## config.mk

```make
export PLATFORM = sky130hd
export DESIGN_NAME = muldiv_unit
export DESIGN_NICKNAME = d
export VERILOG_FILES = /design/src/rtl/muldiv_unit.sv
export SDC_FILE = /design/constraint.sdc
export NUM_CORES = 1
export LEC_CHECK = 0
export ABC_CLOCK_PERIOD_IN_PS = 4850
export CAP_MARGIN = 20
export CELL_PAD_IN_SITES_DETAIL_PLACEMENT = 1
export CELL_PAD_IN_SITES_GLOBAL_PLACEMENT = 2
export CORE_MARGIN = 3
export CORE_UTILIZATION = 37
export DETAILED_ROUTE_END_ITERATION = 12
export GPL_TIMING_DRIVEN = 0
export PLACE_DENSITY = 0.84
export SLEW_MARGIN = 20
export SYNTH_ARGS = -nofsm -noshare
export SYNTH_HDL_FRONTEND = slang
export SYNTH_SLANG_ARGS = --single-unit
```

## constraint.sdc

```tcl
create_clock -name clk -period 4.85 [get_ports clk]
set_input_delay 1.455 -clock clk [delete_from_list [all_inputs] [get_ports clk]]
set_output_delay 1.455 -clock clk [all_outputs]
set_load 0.05 [all_outputs]
```

## src/rtl/muldiv_unit.sv

```systemverilog
// Iterative RV32M multiply/divide unit: one bit per cycle, with a valid/ready request side
// and a registered result side that carries a zero flag and a tag.
module muldiv_unit #(
   parameter int unsigned WIDTH = 32,
   parameter int unsigned TAG_W = 5
) (
   input  logic             clk,
   input  logic             rst_n,
   input  logic             in_valid,
   output logic             in_ready,
   input  logic [2:0]       op,
   input  logic [WIDTH-1:0] operand_a,
   input  logic [WIDTH-1:0] operand_b,
   input  logic [TAG_W-1:0] tag_in,
   input  logic             flush,
   output logic             out_valid,
   input  logic             out_ready,
   output logic [WIDTH-1:0] result,
   output logic             zero,
   output logic [TAG_W-1:0] tag_out
);

   localparam int unsigned CNT_W = $clog2(WIDTH) + 1;
   localparam int unsigned ACC_W = 2 * WIDTH;

   localparam logic [2:0] OP_MUL    = 3'b000;
   localparam logic [2:0] OP_MULH   = 3'b001;
   localparam logic [2:0] OP_MULHSU = 3'b010;
   localparam logic [2:0] OP_MULHU  = 3'b011;
   localparam logic [2:0] OP_DIV    = 3'b100;
   localparam logic [2:0] OP_DIVU   = 3'b101;
   localparam logic [2:0] OP_REM    = 3'b110;
   localparam logic [2:0] OP_REMU   = 3'b111;

   localparam logic [WIDTH-1:0] MIN_NEG = {1'b1, {(WIDTH-1){1'b0}}};

   typedef enum logic [1:0] {IDLE, CALC, FIX, DONE} state_e;

   state_e             state_q, state_d;
   logic [2:0]         op_q, op_d;
   logic [TAG_W-1:0]   tag_q, tag_d;
   logic               neg_q, neg_d;
   logic               rneg_q, rneg_d;
   logic [WIDTH-1:0]   amag_q, amag_d;
   logic [WIDTH-1:0]   bmag_q, bmag_d;
   logic [ACC_W-1:0]   acc_q, acc_d;
   logic [WIDTH-1:0]   quo_q, quo_d;
   logic [WIDTH:0]     rem_q, rem_d;
   logic [CNT_W-1:0]   cnt_q, cnt_d;
   logic [WIDTH-1:0]   res_q, res_d;
   logic               zero_q, zero_d;
   logic [TAG_W-1:0]   tago_q, tago_d;
   logic               ovalid_q, ovalid_d;

   // Operand sign/magnitude decode for the request being presented
   logic             a_signed, b_signed, a_neg, b_neg;
   logic [WIDTH-1:0] a_mag, b_mag;

   assign a_signed = (op != OP_MULHU) && (op != OP_DIVU) && (op != OP_REMU);
   assign b_signed = (op == OP_MUL) || (op == OP_MULH) || (op == OP_DIV) || (op == OP_REM);
   assign a_neg    = a_signed && operand_a[WIDTH-1];
   assign b_neg    = b_signed && operand_b[WIDTH-1];
   assign a_mag    = a_neg ? -operand_a : operand_a;
   assign b_mag    = b_neg ? -operand_b : operand_b;

   assign in_ready  = (state_q == IDLE) && !flush;
   assign out_valid = ovalid_q;
   assign result    = res_q;
   assign zero      = zero_q;
   assign tag_out   = tago_q;

   logic             fast;
   logic [WIDTH-1:0] fast_res;
   logic [WIDTH:0]   mul_sum;
   logic [WIDTH:0]   shifted;
   logic [ACC_W-1:0] prod;
   logic [WIDTH-1:0] quo_s, rem_s, fix_res;

   always_comb begin
      state_d  = state_q;
      op_d     = op_q;
      tag_d    = tag_q;
      neg_d    = neg_q;
      rneg_d   = rneg_q;
      amag_d   = amag_q;
      bmag_d   = bmag_q;
      acc_d    = acc_q;
      quo_d    = quo_q;
      rem_d    = rem_q;
      cnt_d    = cnt_q;
      res_d    = res_q;
      zero_d   = zero_q;
      tago_d   = tago_q;
      ovalid_d = ovalid_q;
      fast     = 1'b0;
      fast_res = '0;
      mul_sum  = '0;
      shifted  = '0;
      prod     = '0;
      quo_s    = '0;
      rem_s    = '0;
      fix_res  = '0;

      case (state_q)
         IDLE: begin
            if (in_valid && in_ready) begin
               op_d   = op;
               tag_d  = tag_in;
               neg_d  = a_neg ^ b_neg;
               rneg_d = a_neg;
               amag_d = a_mag;
               bmag_d = b_mag;
               acc_d  = {{WIDTH{1'b0}}, b_mag};
               quo_d  = a_mag;
               rem_d  = '0;
               cnt_d  = '0;
               // Divide-by-zero and signed overflow resolve without iterating
               if (op[2] && (operand_b == '0)) begin
                  fast     = 1'b1;
                  fast_res = op[1] ? operand_a : '1;
               end else if (((op == OP_DIV) || (op == OP_REM)) &&
                            (operand_a == MIN_NEG) && (operand_b == '1)) begin
                  fast     = 1'b1;
                  fast_res = op[1] ? '0 : operand_a;
               end
               if (fast) begin
                  res_d    = fast_res;
                  zero_d   = (fast_res == '0);
                  tago_d   = tag_in;
                  ovalid_d = 1'b1;
                  state_d  = DONE;
               end else begin
                  state_d  = CALC;
               end
            end
         end
         CALC: begin
            if (!op_q[2]) begin
               // Shift-add: the multiplier occupies the low half and drains out to the right
               mul_sum = {1'b0, acc_q[ACC_W-1:WIDTH]} + {1'b0, (acc_q[0] ? amag_q : '0)};
               acc_d   = {mul_sum, acc_q[WIDTH-1:1]};
            end else begin
               shifted = {rem_q[WIDTH-1:0], quo_q[WIDTH-1]};
               if (shifted >= {1'b0, bmag_q}) begin
                  rem_d = shifted - {1'b0, bmag_q};
                  quo_d = {quo_q[WIDTH-2:0], 1'b1};
               end else begin
                  rem_d = shifted;
                  quo_d = {quo_q[WIDTH-2:0], 1'b0};
               end
            end
            cnt_d = cnt_q + CNT_W'(1);
            if (cnt_q == CNT_W'(WIDTH - 1)) begin
               state_d = FIX;
            end
         end
         FIX: begin
            prod  = neg_q ? -acc_q : acc_q;
            quo_s = neg_q ? -quo_q : quo_q;
            rem_s = rneg_q ? -WIDTH'(rem_q) : WIDTH'(rem_q);
            case (op_q)
               OP_MUL:                       fix_res = prod[WIDTH-1:0];
               OP_MULH, OP_MULHSU, OP_MULHU: fix_res = prod[ACC_W-1:WIDTH];
               OP_DIV, OP_DIVU:              fix_res = quo_s;
               default:                      fix_res = rem_s;
            endcase
            res_d    = fix_res;
            zero_d   = (fix_res == '0);
            tago_d   = tag_q;
            ovalid_d = 1'b1;
            state_d  = DONE;
         end
         DONE: begin
            if (out_ready) begin
               ovalid_d = 1'b0;
               state_d  = IDLE;
            end
         end
         default: begin
            ovalid_d = 1'b0;
            state_d  = IDLE;
         end
      endcase

      if (flush) begin
         ovalid_d = 1'b0;
         state_d  = IDLE;
      end
   end

   always_ff @(posedge clk or negedge rst_n) begin
      if (!rst_n) begin
         state_q  <= IDLE;
         op_q     <= '0;
         tag_q    <= '0;
         neg_q    <= 1'b0;
         rneg_q   <= 1'b0;
         amag_q   <= '0;
         bmag_q   <= '0;
         acc_q    <= '0;
         quo_q    <= '0;
         rem_q    <= '0;
         cnt_q    <= '0;
         res_q    <= '0;
         zero_q   <= 1'b1;
         tago_q   <= '0;
         ovalid_q <= 1'b0;
      end else begin
         state_q  <= state_d;
         op_q     <= op_d;
         tag_q    <= tag_d;
         neg_q    <= neg_d;
         rneg_q   <= rneg_d;
         amag_q   <= amag_d;
         bmag_q   <= bmag_d;
         acc_q    <= acc_d;
         quo_q    <= quo_d;
         rem_q    <= rem_d;
         cnt_q    <= cnt_d;
         res_q    <= res_d;
         zero_q   <= zero_d;
         tago_q   <= tago_d;
         ovalid_q <= ovalid_d;
      end
   end

endmodule
```

# Word level (Yosys, flattened, before mapping)

Cells that the tools add are included.

$add $sub $neg: 8
Order comparisons: 1
Equal/unequal tests: 25
Multiplexer cells: 51
Bitwise gates (word level): 1
Reductions and logical operators: 32

Operators by type and width:

| cell                 | number |
|---|---|
| $mux 32              | 19 |
| $mux 64              | 3 |
| $pmux 32 s2          | 3 |
| $neg 32->32          | 4 |
| $pmux 64 s2          | 1 |
| $logic_not 32->1     | 3 |
| $pmux 32 s3          | 1 |
| $eq 32x32->1 const B | 2 |
| $neg 64->64          | 1 |
| $add 32x32->33       | 1 |
| $ge 33x32->1         | 1 |
| $sub 32x32->32       | 1 |
| $eq 3x3->1 const B   | 4 |
| $ne 3x3->1 const B   | 4 |
| $pmux 6 s2           | 1 |
| $reduce_and 3->1     | 4 |
| $mux 1               | 11 |
| $mux 2               | 5 |
| $mux 5               | 2 |
| $pmux 5 s2           | 1 |
| $logic_and 1x1->1    | 9 |
| $ne 3x2->1 const B   | 3 |
| $pmux 2 s4           | 1 |
| $add 6x1->6 const B  | 1 |
| other kinds (21)     | 32 |

Register bits after elaboration: 249
Output and inout bits: 40
Logic and storage cells: 133

# Longest topological paths before layout

Depth in word-level cells: 12
Depth in mapped cells: 15

# Least setup slack after synthesis

No wires, ideal clock.

Path kind: input-to-reg
Start point: in operand_a[0]
End point: reg zero_q, in the netlist zero
Library setup time: 61 ps
Arrival: 3,994 ps
Data required time: 4,789 ps
Path slack: 795 ps
Cell stages on the path: 12
Buffers on the path: 0
Path through: inv_1 -> ha_1 -> or3b_2 -> nor4_1 -> nand2_1 -> nor3_1 -> or2_2 -> a22oi_1 -> nor4bb_1 -> nor4bb_1 -> nand4_1 -> nand2_1

Longest elaborated chain between the ends: 11

Ends and longest elaborated chain:

| what                 | RTL line | source |
|---|---|---|
| start, declared      | 12       | `input logic [WIDTH-1:0] operand_a,` |
| $eq 32x32->1         | 122      | `(operand_a == MIN_NEG) && (operand_b == '1)) begin` |
| $logic_and 1x1->1    | 121      | `end else if (((op == OP_DIV) \|\| (op == OP_REM)) &&` |
| $logic_and 1x1->1    | 122      |  |
| $mux 32              | 121      |  |
| $mux 32              | 118      | `if (op[2] && (operand_b == '0)) begin` |
| $mux 32              | 106      | `if (in_valid && in_ready) begin` |
| $mux 32              | 104      | `case (state_q)` |
| $logic_not 32->1     | 128      | `zero_d = (fast_res == '0);` |
| $mux 1               | 126      | `if (fast) begin` |
| $mux 1               | 106      |  |
| $pmux 1 s2           | 104      |  |
| end signal, assigned | 221      | `zero_q <= zero_d;` |
| end, declared        | 51       | `logic zero_q, zero_d;` |

Several ways; a longest one is shown, not always the timed one. The select of a mux whose other input is x is not followed.
A chain may end at the register's enable or synchronous reset.

# Worst setup path in the final report

Start point: reg neg_q
End point: reg zero_q, in the netlist zero

Longest elaborated chain between the ends: 5

Ends and longest elaborated chain:

| what                               | RTL line | source |
|---|---|---|
| start, declared                    | 42       | `logic neg_q, neg_d;` |
| start signal, assigned             | 212      | `neg_q <= neg_d;` |
| $mux 32 or $mux 64 (tied branches) | 159, 158 |  |
| $pmux 32 s3 *                      | 161      | `case (op_q)` |
| $mux 32 *                          | 104      |  |
| $logic_not 32->1 *                 | 168      | `zero_d = (fix_res == '0);` |
| $pmux 1 s2 *                       | 104      |  |

Every way passes the cells marked *; elsewhere a longest branch is shown, timed or not. The select of a mux whose other input is x is not followed.

==> flow_summary.toml <==
[worst_setup_path]
critPathRequiredTime_ps = 5400
cp_max_fo = 10
slowest_delay_ps = 930
path_class = "reg -> reg"
worstSetupStartpointType = "flip-flop"
critPathTopFamily = "buffers and inverters"
path_cells = "clkbuf_1 > clkbuf_1 > buf_1 > o41ai_1 > xor2_1 > nor2_1 > a211oi_1 > nand4_1 > nor4_1 > nand4_1 > nand2_1"
end_kind = "flip-flop"
worstPathArrival_ps = 5450
crit_buf_inv = 3
crit_slowest_cell = "a211oi_1"

[power]
power.density_nw_per_um2 = 792
p_total_uw = 18000
total_leakage_power_uw = 0.00969
irDropWorstVdd_mv = 0.417

[logic_synthesis]
syn_area_um2 = 19500
syn_nets = 2592
ys_warn_count = 0
synth_edf_count = 0
synthCells = 2438
yosysTopAreaCell = "dfrtp_1"
synth_area_leaders = "dfrtp_1 32%, o21ai_0 6.8%, nand2_1 5.4%"
syn_area_per_cell_um2 = 8.00
synthDistinctLibCells = 84
synth_seq_area_share_pct = 32.0
synthFlopType = "dfrtp_1"
synth-async-reset-ratio_pct = 100
synthTopCellsByCount = "283 x nand2_1, 264 x o21ai_0, 248 x dfrtp_1"
synth_most_common_cell = "nand2_1"
synth-seq-cells = 249
synth_top_cell_area_share_pct = 31.8

[grt]
groute.usage.overall_pct = 32.9
grt_max_degree = 93
grt_pass1_wl_um = 138000
antenna_found_initial = 5
grt_pass1_vias = 20700
globalRoute.totalOverflow = 0

[placed_design]
place_ws_ps = -1110
place_congestion = 0.996
hpwl_um = 75800
post_dp_cell_area_um2 = 21600
portBuffers = 116

[floorplanning]
die_h_um = 236
dieArea_um2 = 55500
start_util_pct = 37.7
pin_count = 117
die_x_um = 236
core-area_um2 = 51700
rows = 83

[finish]
layout-drive-gt1-share_pct = 5.58
fill_cells = 6294
syn_to_final_growth_pct = 16.6
design_area_um2 = 22700
nets = 2745
utilization_pct = 44.0

[detailed_routing]
drt_wl_total_um = 94500
ant_nets = 0
vias = 20500
drt_iter0_drc = 1810
dr.pass1.iters = 7
post_drt_via_cell_ratio = 6.21
post_drt_wl_per_cell_um = 28.7
drc = 0

[sta]
tightest_slew_ps = 1170
setup_viol = 1
final-hold-violation-count = 0
finalCritPeriodShare_pct = 101
skew_ps = 22.9
rsz0062_at_grt = "no"
timing.fmax_ghz = 0.204
min_period_ps = 4900
maxSlewViolCount = 0
max_slew_margin_pct = 21.7
setup_slack_ps = -49.9

[job]
cap_violations = 0

[cts]
clkSlewWorstSetupHoldPaths_ps = 70
clockBufferDepth = 3
clock_latency_ps = 610
numClockSinks = 249
holdBufCountCts = 0
htreeDepth = 1
root_buffer = "clkbuf_16"
cts_made_buffers = 31
cts_tree = "done"

[outcome]
violations = "negative setup slack"
status = "finished with violations"

[worst_hold_path]
hp-class = "reg -> reg"
[logic make-up after synthesis]
logic type | Yosys count | synth area share [%]
flops | 249 | 32.0
simple gates | 829 | 20.6
fa+ha+maj | 77 | 5.02
compound gates | 794 | 25.9
buf+inv | 233 | 4.59
xor+xnor | 209 | 9.39
mux | 47 | 2.52
[cell type report]
type | count | area (µm²) | area share (%)
Sequential cell | 249 | 6230 | 27.4
Buffer | 147 | 578 | 2.54
Tap cell | 680 | 851 | 3.74
Inverter | 85 | 319 | 1.40
Clock buffer | 39 | 826 | 3.63
Timing Repair Buffer | 121 | 1240 | 5.45
Multi-Input combinational cell | 1956 | 12500 | 55.0
Antenna cell | 2 | 5.00 | 0.0220
Clock inverter | 18 | 195 | 0.858
[repair_timing]
| item | CTS | global route |
|---|---|---|
| setup buffers | 0 | 1 |
| pin swaps | 0 | 1 |
| resized for setup | 13 | 10 |
| setup endpoints to repair | 38 | 17 |
[per-stage QoR]
step | hold slack [ps] | TNS (ps) | instances
4_1_cts | 480 | 0 | 3295
5_1_grt | 504 | 0 | 3295
2_1_floorplan | 442 | 0 | 2438
6_report | 471 | -49.9 | 3297
3_3_place_gp | 456 | -2223170 | 3234
3_5_place_dp | 464 | -45760 | 3238
[per-layer routing]
metal | track usage (%) | up-vias | part of all wire [%]
li1 | - | 9166 | -
met1 | 46.4 | 10400 | 45
met2 | 50.1 | 761 | 43
met3 | 8.00 | 159 | 8.4
met4 | 9.18 | 2 | 3.3
met5 | 0 | - | 0.014
[final timing paths]
check,start,endpoint,slack (ps),depth (start not counted)
max in group asynchronous,rst_n,zero,3090,2
worst min-delay path,amag_q[20],amag_q[20],470,2
min in group asynchronous,rst_n,rem_q[25],830,1
worst max register to register,neg_q,zero,-50,11
worst max-delay path,neg_q,zero,-50,11
worst min register to register,amag_q[20],amag_q[20],470,2
[sequential cells by signal (all words and copies together), names as in the netlist]
signal     cells
tag_q          5
bmag_q        32
result        32
rneg_q         1
neg_q          1
op_q           3
acc_q         64
cnt_q          6
out_valid      1
quo_q         32
rem_q         32
state_q        2
zero           1
tag_out        5
amag_q        32
[cell usage in the layout (no fill, tap or decap), drive strengths merged, types with 29 or more instances in the layout]
cell type	netlist	final
a211oi	64	64
a21o	69	69
a21oi	169	169
and2	51	51
buf	30	36
clkbuf	118	156
clkdlybuf4s50	0	115
dfrtp	248	248
ha	75	75
inv	82	83
mux2i	30	30
nand2	283	283
nand3	42	42
nor2	201	201
nor3	47	47
nor4	36	36
o21ai	265	265
o31ai	52	52
o41ai	38	38
or3	29	29
or4	35	35
xnor2	116	116
xor2	93	93
[worst register-to-register path, delay by kind of cell, from the launching register on]
family / cells / cell delay, ps
buffers and inverters: 3 / 2070
AO/OA/AOI/OAI: 2 / 1160
flip-flops: 1 / 470
XOR/XNOR: 1 / 200
AND/OR/NAND/NOR: 5 / 930
[report_power, final]
part / switching (µW) / internal (µW)
Clock: 1010 / 1370
Combinational: 7860 / 3600
Sequential: 1230 / 2950
No activity file was read; power rests on OpenSTA's default activity.
==> patch 1 (same flow settings) <==
Make the reset (`rst_n`) synchronous in one clocked block.
--- a/src/rtl/muldiv_unit.sv
+++ b/src/rtl/muldiv_unit.sv
@@ -190,3 +190,3 @@
 
-   always_ff @(posedge clk or negedge rst_n) begin
+   always_ff @(posedge clk) begin
       if (!rst_n) begin
Check against the original RTL: differs if rst_n is asserted again (counterexample within 4 cycles, from zero or initial values and one cycle with rst_n low); with rst_n held inactive, the same outputs for 4 cycles.
==> patch 1 against the unedited design <==
  * The run still ends with negative setup slack left
  * Sequential cell count did not move
  * Non-clock buffer count rose by 33
  * Global-route usage rose by 1.7 points
  * Routed wire length rose by 5.3%
  * Critical path depth did not move
  * Via count rose by 4.4%
  * Setup slack got worse by 0.0067 ns
  * Largest cell class unchanged
  * Critical path type unchanged
  * First-iteration DRC count fell by 1.5%
  * Fmax fell by 0.14%
  * Cell area rose by 0.13%
  * Area after synthesis fell by 0.38%
Power is not compared: it rests on default switching activity, and its combinational part moved more than twofold at a synthesized area within 25%.
==> patch 1: results (changes against the unedited design) <==
- Outcome: complete, but fails checks
- Failing checks: negative setup slack
- Routed length per instance: 28.8 um (+0.60%)
- HP Start: result[2]
- Vias in the first global route: 21.3k (+2.6%)
- Clk_lat worst skew: 0.55 ns (-0.06 ns)
- IO buf count: 114 (-1.7%)
- Post-synth top flop: dfxtp_1
- Most frequent cells after synthesis: nand2_1 (404), dfxtp_1 (249), a21oi_1 (160), o21ai_0 (160), nor2_1 (156)
- Met3 Use GR: 0.0457 (-0.0343)
- Synth Area per Inst: 7.50 sq um (-6.2%)
- Post-DP HPWL: 80800 um (+6.6%)
- Critical Path Start: neg_q
- Crit-path slowest cell: buf_1
- DR pass1 iterations: 5 (-2)
- Syn nets: 2744 (+5.9%)
- Relative slew slack: 0.222 (+0.00475)
- Routability-driven placement congestion ratio: 1.01 (+1.5%)
- Vias/cell: 6.20 (-0.22%)
- Worst path setup slack after routing: -0.0566 ns (-0.00666 ns)
- TNS Setup: -0.158 ns (-0.108 ns)
- Nets: 2900 (+5.6%)
- CTS HTree Levels: 2 (+1)
- Number of setup violations in the final report: 4 (+3)
- Total track usage: 0.346 (+0.0168)
- Number of distinct library cells after synthesis: 90 (+7.1%)
- Initial antenna violation count: 3 (-2)
- Dpl cells: 3385 (+4.5%)
- Pre-CTS setup slack: -1.36 ns (-0.251 ns)
- GR Layer Usage met2: 0.563 (+0.0623)
- Seq/Total Area, Yosys: 0.257 (-0.0630)
- Placement Cell Area: 21400 sq um (-0.74%)
- Clock skew: 0.0111 ns (-0.0118 ns)
[patch 1: changes by cell type after synthesis, moves of 23 or more]
| cell | delta |
|---|---|
| a211oi_1 | -40 |
| a21boi_0 | +70 |
| a21o_1 | -45 |
| a22oi_1 | +23 |
| clkbuf_1 | +23 |
| dfrtp_1 | -248 |
| dfxtp_1 | +249 |
| nand2_1 | +121 |
| nor2_1 | -44 |
| nor2b_1 | +46 |
| o211a_1 | +72 |
| o211ai_1 | +27 |
| o21ai_0 | -104 |
[patch 1: where the power goes]
group,switching [mW],internal [mW]
combinational,1.14,0.522
sequential,0.0953,2.13
clock,1.03,1.66
total,2.27,4.31
[patch 1: worst max-delay path, delay by kind of cell (launching register included)]
family                 cells  cell delay (ns)
buffers and inverters      3             1.88
AND/OR/NAND/NOR            4             1.21
AO/OA/AOI/OAI              3             1.12
flip-flops                 1             0.31
XOR/XNOR                   1             0.28
[patch 1: worst paths after layout]
check	slack [ns]	to
setup / recovery	-0.06	zero
setup reg to reg	-0.06	zero
hold reg to reg	0.46	result[2]
hold / removal	0.46	result[2]
[patch 1: area by class of cell]
cell class	instances	area, sq um
sequential	249	4980
buffer	180	741
fill	6399	28800
clock inverter	10	106
tap	680	851
inverter	70	263
multi-input combinational	2089	13500
clock buffer	51	1090
timing repair buffer	121	1200
[patch 1: kinds of logic (layout without fill, tap and decap cells)]
group                      count (synthesis)  in the layout  synth area share
buffers and inverters                    251            432            0.0511
DFF                                      249            249             0.257
and+or+nand+nor                          971            971             0.241
AOI/OAI and AO/OA                        797            797             0.288
adders and majority gates                 78             78            0.0510
xor gates and xnor gates                 201            201            0.0906
muxes                                     42             42            0.0222
[patch 1: layer usage]
metal	share of wire	routed length, um
met1	0.43	42300
met2	0.45	45100
met3	0.057	5710
met4	0.064	6330
met5	0.00043	43
==> patch 2 (same flow settings) <==
Made on the original files. Change the parameter `TAG_W` from 5 to 10.
--- a/src/rtl/muldiv_unit.sv
+++ b/src/rtl/muldiv_unit.sv
@@ -4,3 +4,3 @@
    parameter int unsigned WIDTH = 32,
-   parameter int unsigned TAG_W = 5
+   parameter int unsigned TAG_W = 10
 ) (
Ports: changed (resized tag_in and tag_out); port bits go from 117 to 127. No check against the original RTL was run, so the function may have changed too.
==> patch 2 against the unedited design <==
  * The run still ends with negative setup slack left
  * Setup slack worse by 0.038 ns
  * Area after synthesis is 0.42% higher
  * Sequential cell count rose by 10
  * Cell area grew 1.5%
  * Sequential share of layout area increased by 0.68 points
  * Critical path depth rose by 3
  * Routed wire length is 1.5% lower
  * Global-route usage shrank 0.19 points
  * Power fell by 8.9%
  * Critical endpoint unchanged
  * Largest cell class unchanged
==> patch 2: results (changes against the unedited design) <==
- Outcome: complete, but fails checks
- Failing checks: negative setup slack
- First-pass GRT wire length: 138000 um (+0.19%)
- Drt initial violations: 1656 (-8.5%)
- Total track usage: 0.327 (-0.00188)
- Routed length per instance: 28.4 um (-1.1%)
- Vias in the first global route: 20.8k (+0.34%)
- Combinational fraction of design power: 0.594 (-0.042)
- Hold_ws: 0.474 ns (+0.00296 ns)
- Crit path largest cell delay: 0.63 ns (-0.30 ns)
- CP top delay family: simple AND/OR/NAND/NOR gates
- Number of setup violations in the final report: 1 (unchanged)
- Worst path setup slack after routing: -0.0882 ns (-0.0382 ns)
- Number of distinct library cells after synthesis: 86 (+2.4%)
- Comb_multi_in: 1926 (-1.5%)
- Largest net degree at the start of global routing: 96 (+3.2%)
- Sequential cell area: 6480 sq um (+4.0%)
- Sw frac: 0.530 (-0.0303)
- Critical path data arrival time: 5.42 ns (-0.03 ns)
- Nets: 2737 (-0.29%)
- Post-DP HPWL: 74100 um (-2.1%)
- DR pass1 iterations: 5 (-2)
- TritonCTS Buffers: 35 (+13%)
- Leakage power of the design: 10.1 nW (+4.1%)
- CTS HTree Levels: 2 (+1)
- Synth area leaders: dfrtp_1 (33%), o21ai_0 (6.7%), nand2_1 (5.2%)
- Initial antenna violation count: 0 (-5)
==> patch 2: metrics by stage <==
step	util	TNS, ns	std cells	area (sq um)	setup WS, ns
6_report	0.446	-0.0882	3284	23100	-0.0882
5_1_grt	0.446	-0.156	3284	23100	-0.156
4_1_cts	0.445	0	3283	23100	0.000849
3_5_place_dp	0.420	-86.60	3220	21800	-1.93
3_3_place_gp	0.419	-2491.92	3217	21700	-9.34
2_1_floorplan	-	0	2411	19600	0.375
==> patch 2: repair_timing <==
action | in CTS | in global routing
setup buffers | 2 | 1
setup endpoints to repair | 58 | 12
pin swaps | 5 | 1
resized for setup | 40 | 10
==> patch 2: logic make-up (layout without fill, tap and decap cells) <==
family                   count (synthesis)  in the layout  share of synthesized area
AO/OA/AOI/OAI                          819            819                      0.265
flip-flops                             259            259                      0.331
XOR/XNOR                               209            209                     0.0935
AND/OR/NAND/NOR                        773            773                      0.190
adder cells (fa/ha/maj)                 77             77                     0.0500
multiplexers                            48             48                     0.0256
buffers and inverters                  226            419                     0.0447
==> patch 2: how the worst max path moves through the flow <==
| stage | endpoint | from | slack [ns] | cells after the start |
|---|---|---|---|---|
| 5_1_grt | zero | operand_b[0] | -0.16 | 14 |
| 6_report | zero | operand_b[0] | -0.09 | 14 |
| 4_1_cts | zero | operand_b[6] | 0.0008 | 11 |
| 2_1_floorplan | zero | operand_a[0] | 0.37 | 12 |
| 3_3_place_gp | tag_q[2] | rst_n | -9.34 | 1 |
| 3_5_place_dp | result[22] | operand_a[1] | -1.93 | 12 |
==> patch 2: per-layer routing <==
metal	up-vias	share of wire	GRT usage
met4	0	0.064	0.183
li1	9134	-	-
met2	686	0.44	0.502
met1	10300	0.44	0.443
met3	182	0.059	0.0452
met5	-	0	0
